File: src/rtl/mem_test_ctrl_if.sv
// rtl/mem_test_ctrl_if.sv - memory/comparator bus between the test controller and the memory under test
interface mem_test_ctrl_if #(
  parameter int DATA_W = 8,
  parameter int ADDR_W = 4
) ();
  logic              mem_we;
  logic              mem_re;
  logic [ADDR_W-1:0] mem_addr;
  logic [DATA_W-1:0] data_gen;
  logic              is_equal;

  modport master (
    output mem_we,
    output mem_re,
    output mem_addr,
    output data_gen,
    input  is_equal
  );

  modport slave (
    input  mem_we,
    input  mem_re,
    input  mem_addr,
    input  data_gen,
    output is_equal
  );
endinterface

File: src/rtl/mem_test_ctrl.sv
// rtl/mem_test_ctrl.sv - two-phase (address / complemented address) write-read-compare memory test controller
module mem_test_ctrl #(
  parameter int DATA_W = 8,
  parameter int ADDR_W = 4
) (
  input  logic                  clk,
  input  logic                  rst,
  input  logic                  start,
  mem_test_ctrl_if.master       mem,
  output logic                  busy,
  output logic                  done,
  output logic                  pass,
  output logic [7:0]            err_cnt,
  output logic [ADDR_W-1:0]     fail_addr,
  output logic                  fail_phase
);

  typedef enum logic [2:0] {
    S_IDLE = 3'd0,
    S_WR   = 3'd1,
    S_RD   = 3'd2,
    S_CMP  = 3'd3,
    S_DONE = 3'd4
  } state_t;

  localparam logic [ADDR_W-1:0] LAST_ADDR = '1;
  localparam logic [7:0]        ERR_MAX   = 8'hFF;

  state_t            state_q, state_d;
  logic              phase_q, phase_d;
  logic [ADDR_W-1:0] addr_q, addr_d;
  logic [7:0]        err_cnt_q, err_cnt_d;
  logic [ADDR_W-1:0] fail_addr_q, fail_addr_d;
  logic              fail_phase_q, fail_phase_d;
  logic [DATA_W-1:0] pattern;

  always_ff @(posedge clk) begin
    if (rst) begin
      state_q      <= S_IDLE;
      phase_q      <= 1'b0;
      addr_q       <= '0;
      err_cnt_q    <= '0;
      fail_addr_q  <= '0;
      fail_phase_q <= 1'b0;
    end else begin
      state_q      <= state_d;
      phase_q      <= phase_d;
      addr_q       <= addr_d;
      err_cnt_q    <= err_cnt_d;
      fail_addr_q  <= fail_addr_d;
      fail_phase_q <= fail_phase_d;
    end
  end

  // Address-as-data pattern: wide addresses are truncated, narrow ones zero-extended.
  if (ADDR_W >= DATA_W) begin : g_pat_trunc
    assign pattern = addr_q[DATA_W-1:0];
  end else begin : g_pat_ext
    assign pattern = {{(DATA_W-ADDR_W){1'b0}}, addr_q};
  end

  always_comb begin
    state_d      = state_q;
    phase_d      = phase_q;
    addr_d       = addr_q;
    err_cnt_d    = err_cnt_q;
    fail_addr_d  = fail_addr_q;
    fail_phase_d = fail_phase_q;

    case (state_q)
      S_IDLE, S_DONE: begin
        if (start) begin
          state_d      = S_WR;
          phase_d      = 1'b0;
          addr_d       = '0;
          err_cnt_d    = '0;
          fail_addr_d  = '0;
          fail_phase_d = 1'b0;
        end
      end

      S_WR: begin
        if (addr_q == LAST_ADDR) begin
          state_d = S_RD;
          addr_d  = '0;
        end else begin
          addr_d = addr_q + ADDR_W'(1);
        end
      end

      S_RD: begin
        state_d = S_CMP;
      end

      S_CMP: begin
        if (!mem.is_equal) begin
          // A zero count means no earlier mismatch in this run, so this one is the first.
          if (err_cnt_q == 8'd0) begin
            fail_addr_d  = addr_q;
            fail_phase_d = phase_q;
          end
          if (err_cnt_q != ERR_MAX) begin
            err_cnt_d = err_cnt_q + 8'd1;
          end
        end

        if (addr_q != LAST_ADDR) begin
          state_d = S_RD;
          addr_d  = addr_q + ADDR_W'(1);
        end else if (!phase_q) begin
          state_d = S_WR;
          phase_d = 1'b1;
          addr_d  = '0;
        end else begin
          state_d = S_DONE;
        end
      end

      default: begin
        state_d = S_IDLE;
      end
    endcase
  end

  assign mem.mem_we   = (state_q == S_WR);
  assign mem.mem_re   = (state_q == S_RD);
  assign mem.mem_addr = addr_q;
  assign mem.data_gen = pattern ^ {DATA_W{phase_q}};

  assign busy       = (state_q == S_WR) || (state_q == S_RD) || (state_q == S_CMP);
  assign done       = (state_q == S_DONE);
  assign pass       = (err_cnt_q == 8'd0);
  assign err_cnt    = err_cnt_q;
  assign fail_addr  = fail_addr_q;
  assign fail_phase = fail_phase_q;

endmodule

File: src/flat_wrapper.sv
// flat-port wrapper written by rule: the top's interface ports become plain ports
module mem_test_ctrl_flat 
#(
  parameter int DATA_W = 8,
  parameter int ADDR_W = 4
)
  (clk, rst, start, busy, done, pass, err_cnt, fail_addr, fail_phase, mem_mem_we, mem_mem_re, mem_mem_addr, mem_data_gen, mem_is_equal);
  mem_test_ctrl_if #(.DATA_W(DATA_W), .ADDR_W(ADDR_W)) mem_i ();
  input  logic clk;
  input  logic rst;
  input  logic start;
  output logic busy;
  output logic done;
  output logic pass;
  output logic [7:0] err_cnt;
  output logic [ADDR_W-1:0] fail_addr;
  output logic fail_phase;
  output wire logic [$bits(mem_i.mem_we)-1:0] mem_mem_we;
  output wire logic [$bits(mem_i.mem_re)-1:0] mem_mem_re;
  output wire logic [$bits(mem_i.mem_addr)-1:0] mem_mem_addr;
  output wire logic [$bits(mem_i.data_gen)-1:0] mem_data_gen;
  input wire logic [$bits(mem_i.is_equal)-1:0] mem_is_equal;
  assign mem_mem_we = mem_i.mem_we;
  assign mem_mem_re = mem_i.mem_re;
  assign mem_mem_addr = mem_i.mem_addr;
  assign mem_data_gen = mem_i.data_gen;
  assign mem_i.is_equal = mem_is_equal;
  mem_test_ctrl #(.DATA_W(DATA_W), .ADDR_W(ADDR_W)) u_core (.clk(clk), .rst(rst), .start(start), .mem(mem_i), .busy(busy), .done(done), .pass(pass), .err_cnt(err_cnt), .fail_addr(fail_addr), .fail_phase(fail_phase));
endmodule
File: config.mk
export PLATFORM = sky130hd
export DESIGN_NAME = mem_test_ctrl_flat
export DESIGN_NICKNAME = d
export VERILOG_FILES = /design/src/rtl/mem_test_ctrl_if.sv /design/src/rtl/mem_test_ctrl.sv /design/src/flat_wrapper.sv
export SDC_FILE = /design/constraint.sdc
export NUM_CORES = 1
export LEC_CHECK = 0
export CORE_ASPECT_RATIO = 0.9
export CORE_UTILIZATION = 42
export DETAILED_ROUTE_END_ITERATION = 8
export PLACE_DENSITY = 0.74
export SLEW_MARGIN = 20
export SYNTH_ARGS = -nofsm -noshare
export SYNTH_HDL_FRONTEND = slang
export SYNTH_SLANG_ARGS = --single-unit
File: constraint.sdc
create_clock -name clk -period 1.5 [get_ports clk]
set_input_delay 0.45 -clock clk [delete_from_list [all_inputs] [get_ports clk]]
set_output_delay 0.45 -clock clk [all_outputs]
set_load 0.05 [all_outputs]
==> results of run 1 <==
stage by stage:
step           TNS [ns]  cell area, um2
4_1_cts           -3.98            2450
3_3_place_gp      -7.38            2180
3_5_place_dp      -8.89            2180
2_1_floorplan     -4.13            1350
cells by family after synthesis:
logic type	count (synthesis)	synth area share [%]
buffers and inverters	17	7.83
adders and majority gates	3	3.09
AOI/OAI and AO/OA	37	19.2
muxes	1	0.928
DFF	21	34.6
and+or+nand+nor	60	30.0
xor gates and xnor gates	6	4.33
synth_stat cells (4+ instances only):
cell type and instances:
nor3_1 7, xor2_1 5, clkbuf_1 6, nand2_1 5, o21ai_0 5, nand4_1 9, inv_1 4, nor2_1 17
buf_4 4, o31ai_1 5, dfxtp_1 21, a21oi_1 17
repair_timing:
| action | in CTS |
|---|---|
| hold buffers | 0 |
| hold endpoints to repair | 0 |
| buffers inserted | 16 |
| resized for setup | 44 |
| gates cloned | 0 |
| setup endpoints to repair | 31 |
| pin swaps | 27 |
==> flow_metrics.py, run 1 <==
metrics = {
    "synth": {
        "yosys_warnings": 0,
        "yosysUniqueCellTypes": 43,
        "synth_area_leader_cell": "dfxtp_1",
        "synthArstFlopShare_pct": 0,
        "ys_ff_latch": 21,
        "avgSynthCellArea_um2": 8.37,
        "synth_cells": 145,
        "syn_area_mm2": 0.00121,
        "yosys_most_used_dff": "dfxtp_1",
        "yosysSeqAreaShare_pct": 34.6,
        "synth_edf_count": 0,
        "ys_top_cells_by_area": "dfxtp_1, a21oi_1, nor2_1",
        "synth_fp_nets": 152,
        "synth_top_cell_area_share_pct": 34.6,
    },
    "clock_tree": {
        "clock-sinks": 21,
        "cts_max_level": 1,
        "numCtsBuffers": 3,
        "clock_path_buffers": 2,
        "clockRootBuffer": "clkbuf_4",
    },
    "grt": {
        "antenna_found_initial": 0,
        "grt_max_degree": 15,
    },
    "die": {
        "start_util_pct": 44.2,
        "die_h_um": 53.0,
        "core.rowCount": 18,
        "fp.dieW_um": 58.7,
        "pin_count": 34,
    },
    "placement": {
        "dp_cells": 234,
        "place.gp.congestion": 0.925,
        "dp_hpwl_um": 3010,
        "place.port_buffers": 33,
        "pre_cts_ws_ns": -0.634,
    },
    "status": {
        "outcome": "aborted with a tool error",
        "error": "[ERROR DPL-0033] detailed placement checks failed during check placement.",
        "failed_stage": "5_1_grt",
    },
    "timing": {
        "worstEndpointGrtRepair": "pass",
        "endpoint_type": "primary output",
    },
}
==> inputs of run 2 (changes only) <==
- CORE_AREA: not set -> 2 2 63 65
- CORE_ASPECT_RATIO: 0.9 -> not set
- CORE_UTILIZATION: 42 -> not set
- DIE_AREA: not set -> 0 0 65 67
- PLACE_DENSITY: 0.74 -> not set
- PLACE_DENSITY_LB_ADDON: not set -> 0.15
- clock period: 1.5 -> 2 ns (I/O delays scaled with it)
==> run 2 against run 1 <==
  * Synthesized area unchanged
  * Synthesized cell count stayed put
  * The flow now finishes, with violations (setup timing)
==> flow_metrics.py, run 2 <==
metrics = {
    "route": {
        "ant_nets": 0,
        "drt_iter0_drc": 64,
        "drc": 0,
        "vias": 1245,
        "viasPerCell": 5.21,
        "drt_first_pass_iters": 4,
        "wl_um": 3370,
        "wl_per_cell_um": 14.1,
    },
    "clock_tree": {
        "clock_path_buffers": 2,
        "cts_tree": "done",
        "numCtsBuffers": 3,
        "clock-sinks": 21,
        "clk_pin_slew_worst_paths_ns": 0.08,
        "clock_latency_ns": 0.26,
        "clockRootBuffer": "clkbuf_8",
        "cts_max_level": 1,
    },
    "run": {
        "cap_violations": 0,
    },
    "synth": {
        "ys_ff_latch": 21,
        "synth_fp_nets": 152,
        "synth_area_leader_cell": "dfxtp_1",
        "synth_edf_count": 0,
        "yosys_warnings": 0,
        "synthArstFlopShare_pct": 0,
        "synth_cells": 145,
        "synth_common_cells": "dfxtp_1, a21oi_1, nor2_1",
        "avgSynthCellArea_um2": 8.37,
        "synth_top_cell_area_share_pct": 34.6,
        "ys_top_cells_by_area": "dfxtp_1, a21oi_1, nor2_1",
        "yosysMostFrequentCell": "dfxtp_1",
        "syn_area_mm2": 0.00121,
        "yosysSeqAreaShare_pct": 34.6,
        "yosysUniqueCellTypes": 43,
        "yosys_most_used_dff": "dfxtp_1",
    },
    "cells_and_area": {
        "drive_gt1_share_pct": 41.9,
        "layout_commonest_cell": "buf_4",
        "final_core_utilization_pct": 54.4,
        "largest_reg_flops": 8,
        "fillers": 339,
        "diodes": 0,
        "layout.nets": 199,
        "synthToLayoutAreaGrowth_pct": 61.8,
        "mostFrequentLayoutCells": "buf_4, buf_12, nor2_1, a21oi_1, dfxtp_1",
    },
    "grt": {
        "antenna_found_initial": 0,
        "grt_max_degree": 14,
        "overflow": 0,
        "grt_pass1_wl_um": 5620,
        "grt_pass1_vias": 1208,
        "grt_usage_pct": 16.7,
    },
    "critical_path": {
        "crit_required_ns": 1.40,
        "endpoint_kind": "primary output",
        "cp_slowest_stage_delay_ns": 0.47,
        "reg2reg_slack_ns": 0.17,
        "crit_fanout": 2,
        "endpoint": "pass",
        "crit_start": "u_core.err_cnt[0]$_SDFFE_PP0P_",
        "cp-start-kind": "flop",
        "r2r_start": "u_core.err_cnt[0]$_SDFFE_PP0P_",
        "cp.arrival_ns": 1.67,
        "worstReg2RegEnd": "u_core.fail_addr[1]$_SDFFE_PP0P_",
        "crit_chain": "inv_2, ha_1, or4b_4, nor4_4, buf_12",
        "path_class": "reg -> out",
        "r2r.worst_path.cells": 8,
        "cp_slowest_cell": "or4b_4",
    },
    "die": {
        "pin_count": 34,
        "core.rowCount": 22,
        "die_h_um": 67,
        "fp.dieW_um": 65,
        "die_area_mm2": 0.00436,
        "coreArea_mm2": 0.00361,
        "start_util_pct": 33.7,
    },
    "timing": {
        "min_period_over_period_pct": 114,
        "hold_viol": 0,
        "relSlewSlack_pct": 71.8,
        "clock.fmax_mhz": 441,
        "setup-tns-final_ns": -0.270,
        "worst_slack_ns": -0.270,
        "holdWs_ns": 0.489,
        "period_minus_slack_ns": 2.27,
        "setup_viol": 1,
        "maxSlewViolCount": 0,
        "clock_skew_ns": 0.00284,
        "rsz0062_at_grt": "yes",
        "tightest_slew_ns": 0.422,
    },
    "worst_hold_path": {
        "hp-class": "reg -> reg",
    },
    "placement": {
        "pre_cts_ws_ns": -0.267,
        "place.gp.congestion": 0.867,
        "dp_hpwl_um": 2600,
        "place.port_buffers": 33,
    },
    "power": {
        "ir_drop_uv": 241,
        "p_per_area_mw_per_mm2": 463,
        "p_leak_nw": 0.772,
        "finalPower_uw": 909,
    },
    "status": {
        "violations": "setup timing",
        "outcome": "finished, violations left",
    },
}
==> run 2: cell counts after synthesis <==
No cell type changed its count.
==> run 2: metal layers <==
layer / vias up / track usage [%] / routed length (um)
li1: 619 / - / -
met1: 580 / 21.1 / 1530
met2: 42 / 28.0 / 1600
met3: 4 / 3.04 / 207
met4: 0 / 6.38 / 33
met5: - / 0 / 0
==> run 2: worst min-delay path by stage <==
stage	startpoint	endpoint	slack, ns	depth (start not counted)
global route	u_core.fail_phase$_SDFFE_PP0P_	u_core.fail_phase$_SDFFE_PP0P_	0.51	2
CTS	u_core.fail_phase$_SDFFE_PP0P_	u_core.fail_phase$_SDFFE_PP0P_	0.49	2
global placement	u_core.fail_phase$_SDFFE_PP0P_	u_core.fail_phase$_SDFFE_PP0P_	0.47	2
finish	u_core.fail_phase$_SDFFE_PP0P_	u_core.fail_phase$_SDFFE_PP0P_	0.49	2
floorplan	u_core.state_q[2]$_SDFFE_PP0P_	u_core.state_q[1]$_SDFFE_PP0P_	0.53	2
detailed placement	u_core.fail_phase$_SDFFE_PP0P_	u_core.fail_phase$_SDFFE_PP0P_	0.47	2
==> run 2: repair_timing <==
item                                    4_1_cts  5_1_grt
hold buffers                                  0        0
gates resized for setup                       2        4
endpoints found under the setup margin        3       11
setup buffers                                 2        0
pin swaps                                     2        0
==> run 2: area by class of cell <==
cell class | instances | area (um2) | share of cell area (%)
multi-input cells | 107 | 734 | 37.4
clock buffers | 3 | 41.3 | 2.10
inverters | 4 | 15.0 | 0.765
well taps | 48 | 60.1 | 3.06
repair buffers | 55 | 673 | 34.3
clock inverters | 1 | 5.00 | 0.255
flip-flops and latches | 21 | 434 | 22.1
==> run 2: critical path: cells and delay by family, from the launching register on <==
kind | cells | cell delay, ns
adders and majority gates | 1 | 0.12
buffers and inverters | 2 | 0.23
DFF | 1 | 0.35
and+or+nand+nor | 2 | 0.70
==> run 2: through the flow <==
step,cell area [um2],instances
final,1960,239
after floorplan,1250,145
after global routing,1960,239
after CTS,1950,239
after detailed placement,1890,233
after global placement,1890,233
==> run 2: logic make-up (layout without fill, tap and decap cells) <==
group	after synthesis	count (layout)	synth area share, %
muxes	1	1	0.928
DFF	21	21	34.6
AOI/OAI and AO/OA	37	37	19.2
xor gates and xnor gates	6	6	4.33
and+or+nand+nor	60	60	30.0
buffers and inverters	17	63	7.83
adders and majority gates	3	3	3.09
==> run 2: power breakdown <==
| group | switching (mW) | internal (mW) | leakage (nW) |
|---|---|---|---|
| clock network | 0.148 | 0.139 | 0.0255 |
| logic | 0.103 | 0.0884 | 0.573 |
| registers | 0.00890 | 0.422 | 0.174 |
| total | 0.259 | 0.650 | 0.772 |
Power figures use the tool's default switching activity.
==> inputs of run 3 (changes only) <==
- CAP_MARGIN: not set -> 25
- clock period: 2 -> 2.31 ns (I/O delays scaled with it)
==> run 3 against run 2 <==
  * The run still ends with setup timing left
  * Register-to-register slack improved by 0.35 ns
  * Wire length decreased by 5.7%
  * Setup slack improved by 0.17 ns
  * Worst hold slack got worse by 0.012 ns
  * Sequential power decreased by 13%
  * Non-clock buffer count decreased by 12
  * Utilization decreased by 6.5 points
  * Power decreased by 16%
  * Via count decreased by 3.4%
  * Sequential share of layout area increased by 2.8 points
  * Sequential cell count unchanged
  * Count of clock-buffer cells in the layout increased by 1
==> flow_metrics.py, run 3 (synthesis gave the netlist of run 2 again) <==
metrics = {
    "status": {
        "outcome": "finished, violations left",
        "violations": "setup timing",
    },
    "route": {
        "drt_first_pass_iters": 4,
        "ant_nets": 0,
        "wl_um": 3180,
        "wl_per_cell_um": 14.0,
        "drc": 0,
        "drt_iter0_drc": 61,
        "viasPerCell": 5.30,
        "vias": 1203,
    },
    "power": {
        "p_per_area_mw_per_mm2": 443,
        "ir_drop_uv": 196,
        "p_leak_nw": 0.653,
        "finalPower_uw": 767,
    },
    "cells_and_area": {
        "fillers": 340,
        "synthToLayoutAreaGrowth_pct": 42.6,
        "drive_gt1_share_pct": 27.4,
        "mostFrequentLayoutCells": "buf_4, nor2_1, a21oi_1",
        "diodes": 0,
        "multi_input_area_um2": 698,
        "largest_reg_flops": 8,
        "layout.nets": 187,
        "regArea_um2": 432,
        "layout_commonest_cell": "buf_4",
    },
    "die": {
        "die_area_mm2": 0.00436,
        "die_h_um": 67,
        "pin_count": 34,
        "core.rowCount": 22,
        "coreArea_mm2": 0.00361,
        "start_util_pct": 33.7,
        "fp.dieW_um": 65,
    },
    "clock_tree": {
        "clockRootBuffer": "clkbuf_8",
        "clock_path_buffers": 2,
        "cts_tree": "done",
        "numCtsBuffers": 3,
        "cts_max_level": 1,
        "clock-sinks": 21,
        "clock_latency_ns": 0.26,
        "clk_pin_slew_worst_paths_ns": 0.08,
    },
    "timing": {
        "tightest_slew_ns": 0.519,
        "worst_slack_ns": -0.100,
        "min_period_over_period_pct": 104,
        "relSlewSlack_pct": 65.1,
        "maxSlewViolCount": 0,
        "setup_viol": 1,
        "hold_viol": 0,
        "clock_skew_ns": 0.00185,
        "period_minus_slack_ns": 2.41,
        "clock.fmax_mhz": 415,
        "rsz0062_at_grt": "yes",
        "holdWs_ns": 0.477,
    },
    "critical_path": {
        "crit_required_ns": 1.62,
        "endpoint_kind": "primary output",
        "crit_fanout": 2,
        "r2r_start": "u_core.err_cnt[0]$_SDFFE_PP0P_",
        "reg2reg_slack_ns": 0.52,
        "cp-start-kind": "flop",
        "r2r.worst_path.cells": 7,
        "worstReg2RegEnd": "u_core.fail_addr[3]$_SDFFE_PP0P_",
        "path_class": "reg -> out",
        "cp.arrival_ns": 1.72,
    },
    "worst_hold_path": {
        "hold_path_end": "u_core.fail_addr[2]$_SDFFE_PP0P_",
        "hp-class": "reg -> reg",
        "min_from": "u_core.fail_addr[2]$_SDFFE_PP0P_",
        "hold_depth": 2,
    },
    "placement": {
        "dp_hpwl_um": 2330,
        "place.gp.congestion": 0.872,
        "place.port_buffers": 33,
    },
    "grt": {
        "grt_max_degree": 14,
        "grt_pass1_vias": 1105,
        "grt_usage_pct": 15.6,
        "grt_pass1_wl_um": 5230,
        "overflow": 0,
        "antenna_found_initial": 0,
    },
    "run": {
        "cap_violations": 0,
    },
}
-- run 3: changes by cell type in the layout (fill, tap and decap cells not counted), moves of 2 or more --
cell             change
dfxtp_1              +2
buf_4               -12
dfxtp_2              -2
buf_12              -10
xor2_2               -4
xor2_1               +4
clkdlybuf4s50_1     +11
-- run 3: stage by stage --
step	setup WS [ns]	std cells	instance area, um2	utilization, %	TNS, ns
after detailed placement	-0.0254	220	1660	46.1	-0.0344
after floorplan	-0.174	145	1220	-	-0.174
after CTS	-0.123	227	1730	48.0	-0.123
after global placement	0.0253	220	1660	46.1	0
final	-0.100	227	1730	48.0	-0.100
after global routing	-0.175	227	1730	48.0	-0.175
-- run 3: metal layers --
metal | GRT usage, % | share of wire, % | wire, um | vias up
met5 | 0 | 0 | 0 | -
met4 | 6.12 | 0.85 | 27 | 0
met3 | 3.89 | 4.4 | 141 | 4
met2 | 24.9 | 48 | 1530 | 38
met1 | 20.2 | 46 | 1480 | 559
li1 | - | - | - | 602
-- run 3: how the worst max path moves through the flow --
stage	start	to	slack, ns	depth (start not counted)
floorplan	u_core.err_cnt[0]$_SDFFE_PP0P_	pass	-0.17	4
CTS	u_core.err_cnt[1]$_SDFFE_PP0P_	pass	-0.12	5
detailed placement	start	u_core.err_cnt[4]$_SDFFE_PP0P_	-0.03	5
finish	u_core.err_cnt[0]$_SDFFE_PP0P_	pass	-0.1	5
global placement	start	u_core.err_cnt[4]$_SDFFE_PP0P_	0.03	5
global route	u_core.err_cnt[0]$_SDFFE_PP0P_	pass	-0.17	5
-- run 3: worst max-delay path, cell delays in order (launching register included) --
cell and delay [ns]:
dfxtp_4 0.35, inv_2 0.06, ha_1 0.13, or4b_4 0.48, nor4_4 0.26, buf_12 0.18
-- run 3: timing repair --
item,CTS,global route
hold buffers,0,0
cloned,0,0
resized for setup,0,1
pin swaps,1,0
buffers inserted,3,0
endpoints found under the setup margin,1,1
-- run 3: cell type report --
type | instances | area share, %
Timing Repair Buffer | 43 | 27.8
Inverter | 4 | 0.868
Clock buffer | 4 | 2.60
Tap cell | 48 | 3.47
Sequential cell | 21 | 24.9
Multi-Input combinational cell | 107 | 40.3
-- run 3: report_power, final --
| part | internal (mW) | switching, mW | total (mW) |
|---|---|---|---|
| Sequential | 0.365 | 0.00993 | 0.375 |
| Clock | 0.123 | 0.121 | 0.244 |
| Combinational | 0.0647 | 0.0831 | 0.148 |
| Total | 0.553 | 0.214 | 0.767 |
